## config.mk

```make
export PLATFORM = sky130hd
export DESIGN_NAME = moore_seq_controller
export DESIGN_NICKNAME = d
export VERILOG_FILES = /design/src/rtl/moore_seq_controller.sv
export SDC_FILE = /design/constraint.sdc
export NUM_CORES = 1
export LEC_CHECK = 0
export CAP_MARGIN = 25
export CORE_AREA = 2 2 39 41
export DETAILED_ROUTE_END_ITERATION = 10
export DIE_AREA = 0 0 41 43
export HOLD_SLACK_MARGIN = 0.08
export SYNTH_ARGS = -nofsm -noshare
export SYNTH_HDL_FRONTEND = slang
export SYNTH_SLANG_ARGS = --single-unit
```

## constraint.sdc

```tcl
create_clock -name inputClk -period 3.7 [get_ports inputClk]
set_input_delay 0.74 -clock inputClk [delete_from_list [all_inputs] [get_ports inputClk]]
set_output_delay 0.74 -clock inputClk [all_outputs]
set_load 0.005 [all_outputs]
```

## src/rtl/moore_seq_controller.sv

```systemverilog
// Moore detector for the serial pattern 1011 (overlap allowed) with a saturating
// detection counter. State register, next-state logic and counter live in this block.
module moore_seq_controller #(
    parameter int unsigned CNT_W = 4
) (
    input  logic             inputClk,
    input  logic             inputR,
    input  logic             inputX,
    input  logic             inputEn,
    input  logic             inputClr,
    output logic             outputZ,
    output logic [2:0]       outputState,
    output logic [CNT_W-1:0] outputCount,
    output logic             outputSat
);

    typedef enum logic [2:0] {
        S0 = 3'b000,
        S1 = 3'b001,
        S2 = 3'b010,
        S3 = 3'b011,
        S4 = 3'b100
    } state_e;

    localparam logic [CNT_W-1:0] CntMax = '1;

    // Kept as a raw vector so the unused encodings 101/110/111 stay representable.
    logic [2:0]       state_q;
    logic [2:0]       state_d;
    logic [CNT_W-1:0] count_q;
    logic [CNT_W-1:0] count_d;
    logic             detect;

    always_comb begin
        state_d = state_q;
        case (state_q)
            S0:      if (inputEn) state_d = inputX ? S1 : S0;
            S1:      if (inputEn) state_d = inputX ? S1 : S2;
            S2:      if (inputEn) state_d = inputX ? S3 : S0;
            S3:      if (inputEn) state_d = inputX ? S4 : S2;
            S4:      if (inputEn) state_d = inputX ? S1 : S2;
            default: state_d = S0;
        endcase
    end

    // Only an enabled edge landing in S4 counts; holding in S4 with inputEn low does not.
    assign detect = inputEn && (state_d == S4);

    always_comb begin
        count_d = count_q;
        if (inputClr) begin
            count_d = '0;
        end else if (detect && (count_q != CntMax)) begin
            count_d = count_q + CNT_W'(1);
        end
    end

    always_ff @(posedge inputClk) begin
        if (inputR) begin
            state_q <= S0;
            count_q <= '0;
        end else begin
            state_q <= state_d;
            count_q <= count_d;
        end
    end

    assign outputState = state_q;
    assign outputZ     = (state_q == S4);
    assign outputCount = count_q;
    assign outputSat   = (count_q == CntMax);

endmodule

```

==> results of run 1 <==
-- placed cells by master, fill, tap and decap left out --
cell and n:
inv_1 2, or4_1 1, nor3_1 1, nor2b_1 2
and3_1 2, a31oi_1 2, a211o_1 1, o21ai_0 1
nand3b_1 1, nand4b_1 1, dfxtp_1 7, nor2_1 1
nor4b_1 1, and4b_1 1, clkbuf_4 3, clkdlybuf4s50_1 13
nand2_1 3, nor4_1 1, a211oi_1 2, nand4b_2 1
nand2b_1 1, clkbuf_1 1, a21oi_1 4, o211ai_1 1
nor3b_1 1, a2111oi_0 1, o31ai_1 2, ha_1 1
-- how the worst max path moves through the flow --
stage / to / from / slack, ns / depth (start not counted)
final: outputSat / outputCount[0] / 1.31 / 3
after global routing: outputSat / outputCount[0] / 1.18 / 3
after detailed placement: outputCount[0] / inputEn / 1.44 / 4
after global placement: outputCount[0] / inputEn / 1.48 / 4
after floorplan: outputCount[0] / outputCount[0] / 2.10 / 5
after CTS: outputSat / outputCount[0] / 1.28 / 3
-- through the flow --
step                instance area (µm²)  setup slack [ns]  cells  util [%]  hold slack, ns
CTS                                 552              1.28     75      39.9           0.520
floorplan                           394              2.10     44         -           0.489
global placement                    526              1.48     71      38.0           0.510
global route                        552              1.18     75      39.9           0.550
detailed placement                  526              1.44     71      38.0           0.510
finish                              552              1.31     75      39.9           0.520
-- flip-flops by register name (all words and copies together) (netlist names) --
register / count
outputCount: 4
outputState: 3
-- synth_stat cells (all sizes together) --
master   count
a2111oi      1
a211o        1
a211oi       2
a21oi        4
a31oi        2
and3         2
and4b        1
buf          2
dfxtp        7
ha           1
inv          2
nand2        3
nand2b       1
nand3b       1
nand4b       2
nor2         1
nor2b        2
nor3         1
nor3b        1
nor4         1
nor4b        1
o211ai       1
o21ai        1
o31ai        2
or4          1
-- layer usage --
metal | up-vias | global-route usage, % | wire length [µm]
li1 | 202 | - | -
met1 | 177 | 18.0 | 453
met2 | 18 | 16.6 | 392
met3 | 4 | 4.71 | 84
met4 | 0 | 10.0 | 26
met5 | - | 0 | 0
-- cell type report --
cell class | instances | area (µm²) | share of cell area, %
Multi-Input combinational cell | 33 | 228 | 41.3
Tap cell | 16 | 20.0 | 3.63
Sequential cell | 7 | 140 | 25.4
Clock buffer | 4 | 26.3 | 4.76
Inverter | 2 | 7.51 | 1.36
Timing Repair Buffer | 13 | 130 | 23.6
-- critical path: stages (launching register included) --
cell	delay (ns)
dfxtp_1	0.38
ha_1	0.23
and3_1	0.26
clkdlybuf4s50_1	0.54
-- power by group through the flow --
stage          Sequential (µW)  Combinational [µW]  Clock (µW)
2_1_floorplan             79.1                4.95           0
3_3_place_gp              79.7                13.8           0
3_5_place_dp              79.7                13.7           0
4_1_cts                   78.0                13.9        73.7
5_1_grt                   78.3                15.2        76.4
6_report                  78.1                14.0        70.4
-- logic make-up after synthesis --
kind of cell / after synthesis / synth area share (%)
AOI/OAI and AO/OA: 14 / 23.5
adders and majority gates: 1 / 3.17
buffers and inverters: 4 / 6.67
DFF: 7 / 35.6
and+or+nand+nor: 18 / 31.1
==> impl_metrics.tcl, run 1 <==
set metrics [dict create \
    p_total_uw 162 \
    slew_headroom_pct 79.1 \
    tns_ns 0 \
    syn2layout_area_growth_pct 40.0 \
    cts_tree "built" \
    grt_usage_pct 13.4 \
    initial_core_util_pct 28.5 \
    max-vdd-ir-drop_mv 0.115 \
    period_minus_slack_ns 2.39 \
    yosysSeqAreaShare_pct 35.6 \
    place.gp.congestion 0.648 \
    p_int_uw 125 \
    cap_violations 0 \
    place_hpwl_um 632 \
    cts_buffers 3 \
    p_leak_uw 0.000191 \
    final.fill_count 147 \
    yosys_warnings 0 \
    drt-wirelength-per-cell_um 12.7 \
    pwr-share-clk_pct 43.3 \
    synthDistinctLibCells 27 \
    rows 14 \
    path_max_fanout 5 \
    rr_worst_depth 4 \
    worst_pin_slew_ns 0.305 \
    drc 0 \
    hold_buffers 0 \
    worstHoldPathCells 2 \
    h-tree-depth 1 \
    die_width_um 41 \
    drtAntennaViolNets 0 \
    r2r-end "outputCount[0]" \
    setup_viol 0 \
    report.final.hold_viol_count 0 \
    rsz0062_at_grt "false" \
    holdCritStartpoint "outputCount[0]" \
    p_sw_uw 37.5 \
    synthTopCellsByArea "dfxtp_1 36%, a21oi_1 5.1%, a211oi_1 3.8%" \
    syn_inst 44 \
    clkTransAtPathRegs_ns 0.05 \
    critPathRequiredTime_ns 2.96 \
    io_pins 14 \
    power_frac_comb_pct 8.6 \
    rrSetupSlack_ns 2.11 \
    path_class "register to output port" \
    drtPass1Iterations 4 \
    routed_wl_um 956 \
    min_path_type "register to register" \
    end_kind "output port" \
    r2r-start "outputCount[0]" \
    portBuffers 13 \
    powerDensity_nw_per_um2 294 \
    vias 401 \
    start_kind "register" \
    post_cts_resized 0 \
    overflow 0 \
    cts_max_path_buffers 2 \
    cts.sinks 7 \
    synth_top_area_cell "dfxtp_1" \
    cts-root-buf "clkbuf_4" \
    die-area_um2 1760 \
    post-cts-setup-buffer-count 0 \
    swShare_pct 23.1 \
    slew_viol_final 0 \
    max_freq_ghz 0.418 \
    cp_data_arrival_time_ns 1.65 \
    antenna_found_initial 0 \
    drive_gt1_share_pct 6.78 \
    die_y_um 43 \
    avgViaCountPerCell 5.35 \
    seqPwrFrac_pct 48.1 \
    syn_area_um2 394 \
    dr.first_iter.drc_count 7 \
    grt_pass1_vias 358 \
    finalNetCount 66 \
    core_um2 1380 \
    grt_pass1_wl_mm 1.52 \
    grt_max_degree 10 \
    ys_ff_latch 7 \
    syn_avg_cell_area_um2 8.96 \
    n_antenna_cell 0 \
    clock_latency_ns 0.25 \
    synth.top_cell.area_share_pct 35.6 \
    fin_worst_skew_ns 0.000594 \
    period_share_pct 64.7 \
    hold_path_end "outputCount[0]" \
    status "finished, final reports clean" \
    synth.net_count 50 \
]
(Power assumes the default switching activity.)
==> run 2, diff against run 1 <==
Clock period 3.7 ns to 2.2 ns, I/O delays scaled along.
==> impl_metrics.tcl, run 2 (synthesized netlist as in run 1, its figures left out) <==
set metrics [dict create \
    grt_pass1_wl_mm 1.38 \
    r2r-start "outputCount[0]" \
    cp.buffers_inverters 1 \
    rr_worst_depth 4 \
    end_kind "output port" \
    r2r-end "outputCount[0]" \
    cp_slowest_stage_delay_ns 0.53 \
    tns_ns 0 \
    min_path_type "register to register" \
    setup_viol 0 \
    drive_gt1_share_pct 8.33 \
    final_cell_mix "13 x clkdlybuf4s50_1, 7 x dfxtp_1, 4 x a21oi_1" \
    drtAntennaViolNets 0 \
    clkTransAtPathRegs_ns 0.05 \
    period_minus_slack_ns 2.11 \
    die-area_um2 1760 \
    crit_family "buffers and inverters" \
    rsz0062_at_grt "false" \
    h-tree-depth 1 \
    powerDensity_nw_per_um2 486 \
    path_cells "ha_1 -> and3_1 -> clkdlybuf4s50_1" \
    p_leak_uw 0.000197 \
    clock_latency_ns 0.25 \
    cap_violations 0 \
    drt-wirelength-per-cell_um 12.8 \
    largest_register_ff_count 4 \
    die_width_um 41 \
    place_hpwl_um 678 \
    antenna_found_initial 0 \
    core_um2 1380 \
    period_share_pct 95.9 \
    io_pins 14 \
    cts_max_path_buffers 2 \
    cts_tree "built" \
    worstHoldPathCells 2 \
    dr.first_iter.drc_count 10 \
    report.final.hold_viol_count 0 \
    holdCritStartpoint "outputCount[1]" \
    place_area_um2 533 \
    post-cts-setup-buffer-count 0 \
    place.gp.congestion 0.666 \
    max-vdd-ir-drop_mv 0.201 \
    fin_worst_skew_ns 0.000648 \
    post_cts_resized 0 \
    dp_cells 72 \
    syn2layout_area_growth_pct 41.9 \
    path_class "register to output port" \
    start_kind "register" \
    max_freq_ghz 0.474 \
    portBuffers 13 \
    die_y_um 43 \
    cpMaxStageDelayCell "clkdlybuf4s50_1" \
    n_antenna_cell 0 \
    final_common_cell "clkdlybuf4s50_1" \
    drc 0 \
    pre_cts_ws_ns 0.281 \
    rrSetupSlack_ns 0.59 \
    cts-root-buf "clkbuf_4" \
    worst_pin_slew_ns 0.304 \
    hold_path_end "outputCount[1]" \
    initial_core_util_pct 28.5 \
    slew_viol_final 0 \
    layoutNonFillerInstCount 76 \
    finalNetCount 67 \
    overflow 0 \
    grt_usage_pct 12.4 \
    cts.sinks 7 \
    grt_pass1_vias 340 \
    status "finished, final reports clean" \
    fin_area_um2 559 \
    drtPass1Iterations 2 \
    routed_wl_um 976 \
    rows 14 \
    vias 411 \
    avgViaCountPerCell 5.41 \
    cp_data_arrival_time_ns 1.67 \
    layout_setup_ws_ns 0.0908 \
    cts_buffers 3 \
    hold_buffers 0 \
    grt_max_degree 9 \
    slew_headroom_pct 79.2 \
    critPathRequiredTime_ns 1.76 \
    path_max_fanout 5 \
]
-- run 2: changes by cell type in the layout (fill, tap and decap cells not counted), sizes merged --
cell  before  now
buf        0    1
-- run 2: final cells by class --
cell class              instances  area (µm²)
clock buffers                   4        26.3
fillers                       160         825
inverters                       2        7.51
multi-input cells              33         228
flip-flops and latches          7         140
well taps                      16        20.0
repair buffers                 14         138
-- run 2: tightest hold or removal path, cell delays in order, from the launching register on --
cell	delay, ns
dfxtp_1	0.34
o31ai_1	0.07
a211oi_1	0.06
-- run 2: layer usage --
| metal | wire length (µm) | global-route usage, % | vias up |
|---|---|---|---|
| met1 | 428 | 13.2 | 194 |
| met5 | 0 | 0 | - |
| met4 | 8 | 12.0 | 0 |
| met3 | 67 | 3.14 | 2 |
| met2 | 471 | 18.1 | 13 |
| li1 | - | - | 202 |
-- run 2: stage by stage --
step                power, µW  hold slack, ns  util (%)
finish                    272           0.529      40.4
global route              289           0.553      40.4
CTS                       279           0.525      40.4
detailed placement        158           0.518      38.5
global placement          158           0.517      38.5
floorplan                 141           0.489         -
-- run 2: power by group --
part	internal (µW)	leakage (µW)	total, µW	switching (µW)
logic	13.1	0.000125	24.5	11.4
registers	128	0.0000566	131	2.31
clock network	69.2	0.0000150	117	47.4
-- run 2: how the worst max path moves through the flow --
| stage | startpoint | end | slack [ns] | cells after the start |
|---|---|---|---|---|
| finish | outputCount[0] | outputSat | 0.09 | 3 |
| global route | outputCount[0] | outputSat | 0.01 | 3 |
| CTS | outputCount[0] | outputSat | 0.08 | 3 |
| detailed placement | inputEn | outputCount[0] | 0.28 | 4 |
| global placement | inputEn | outputCount[3] | 0.31 | 4 |
| floorplan | outputCount[0] | outputCount[0] | 0.60 | 5 |
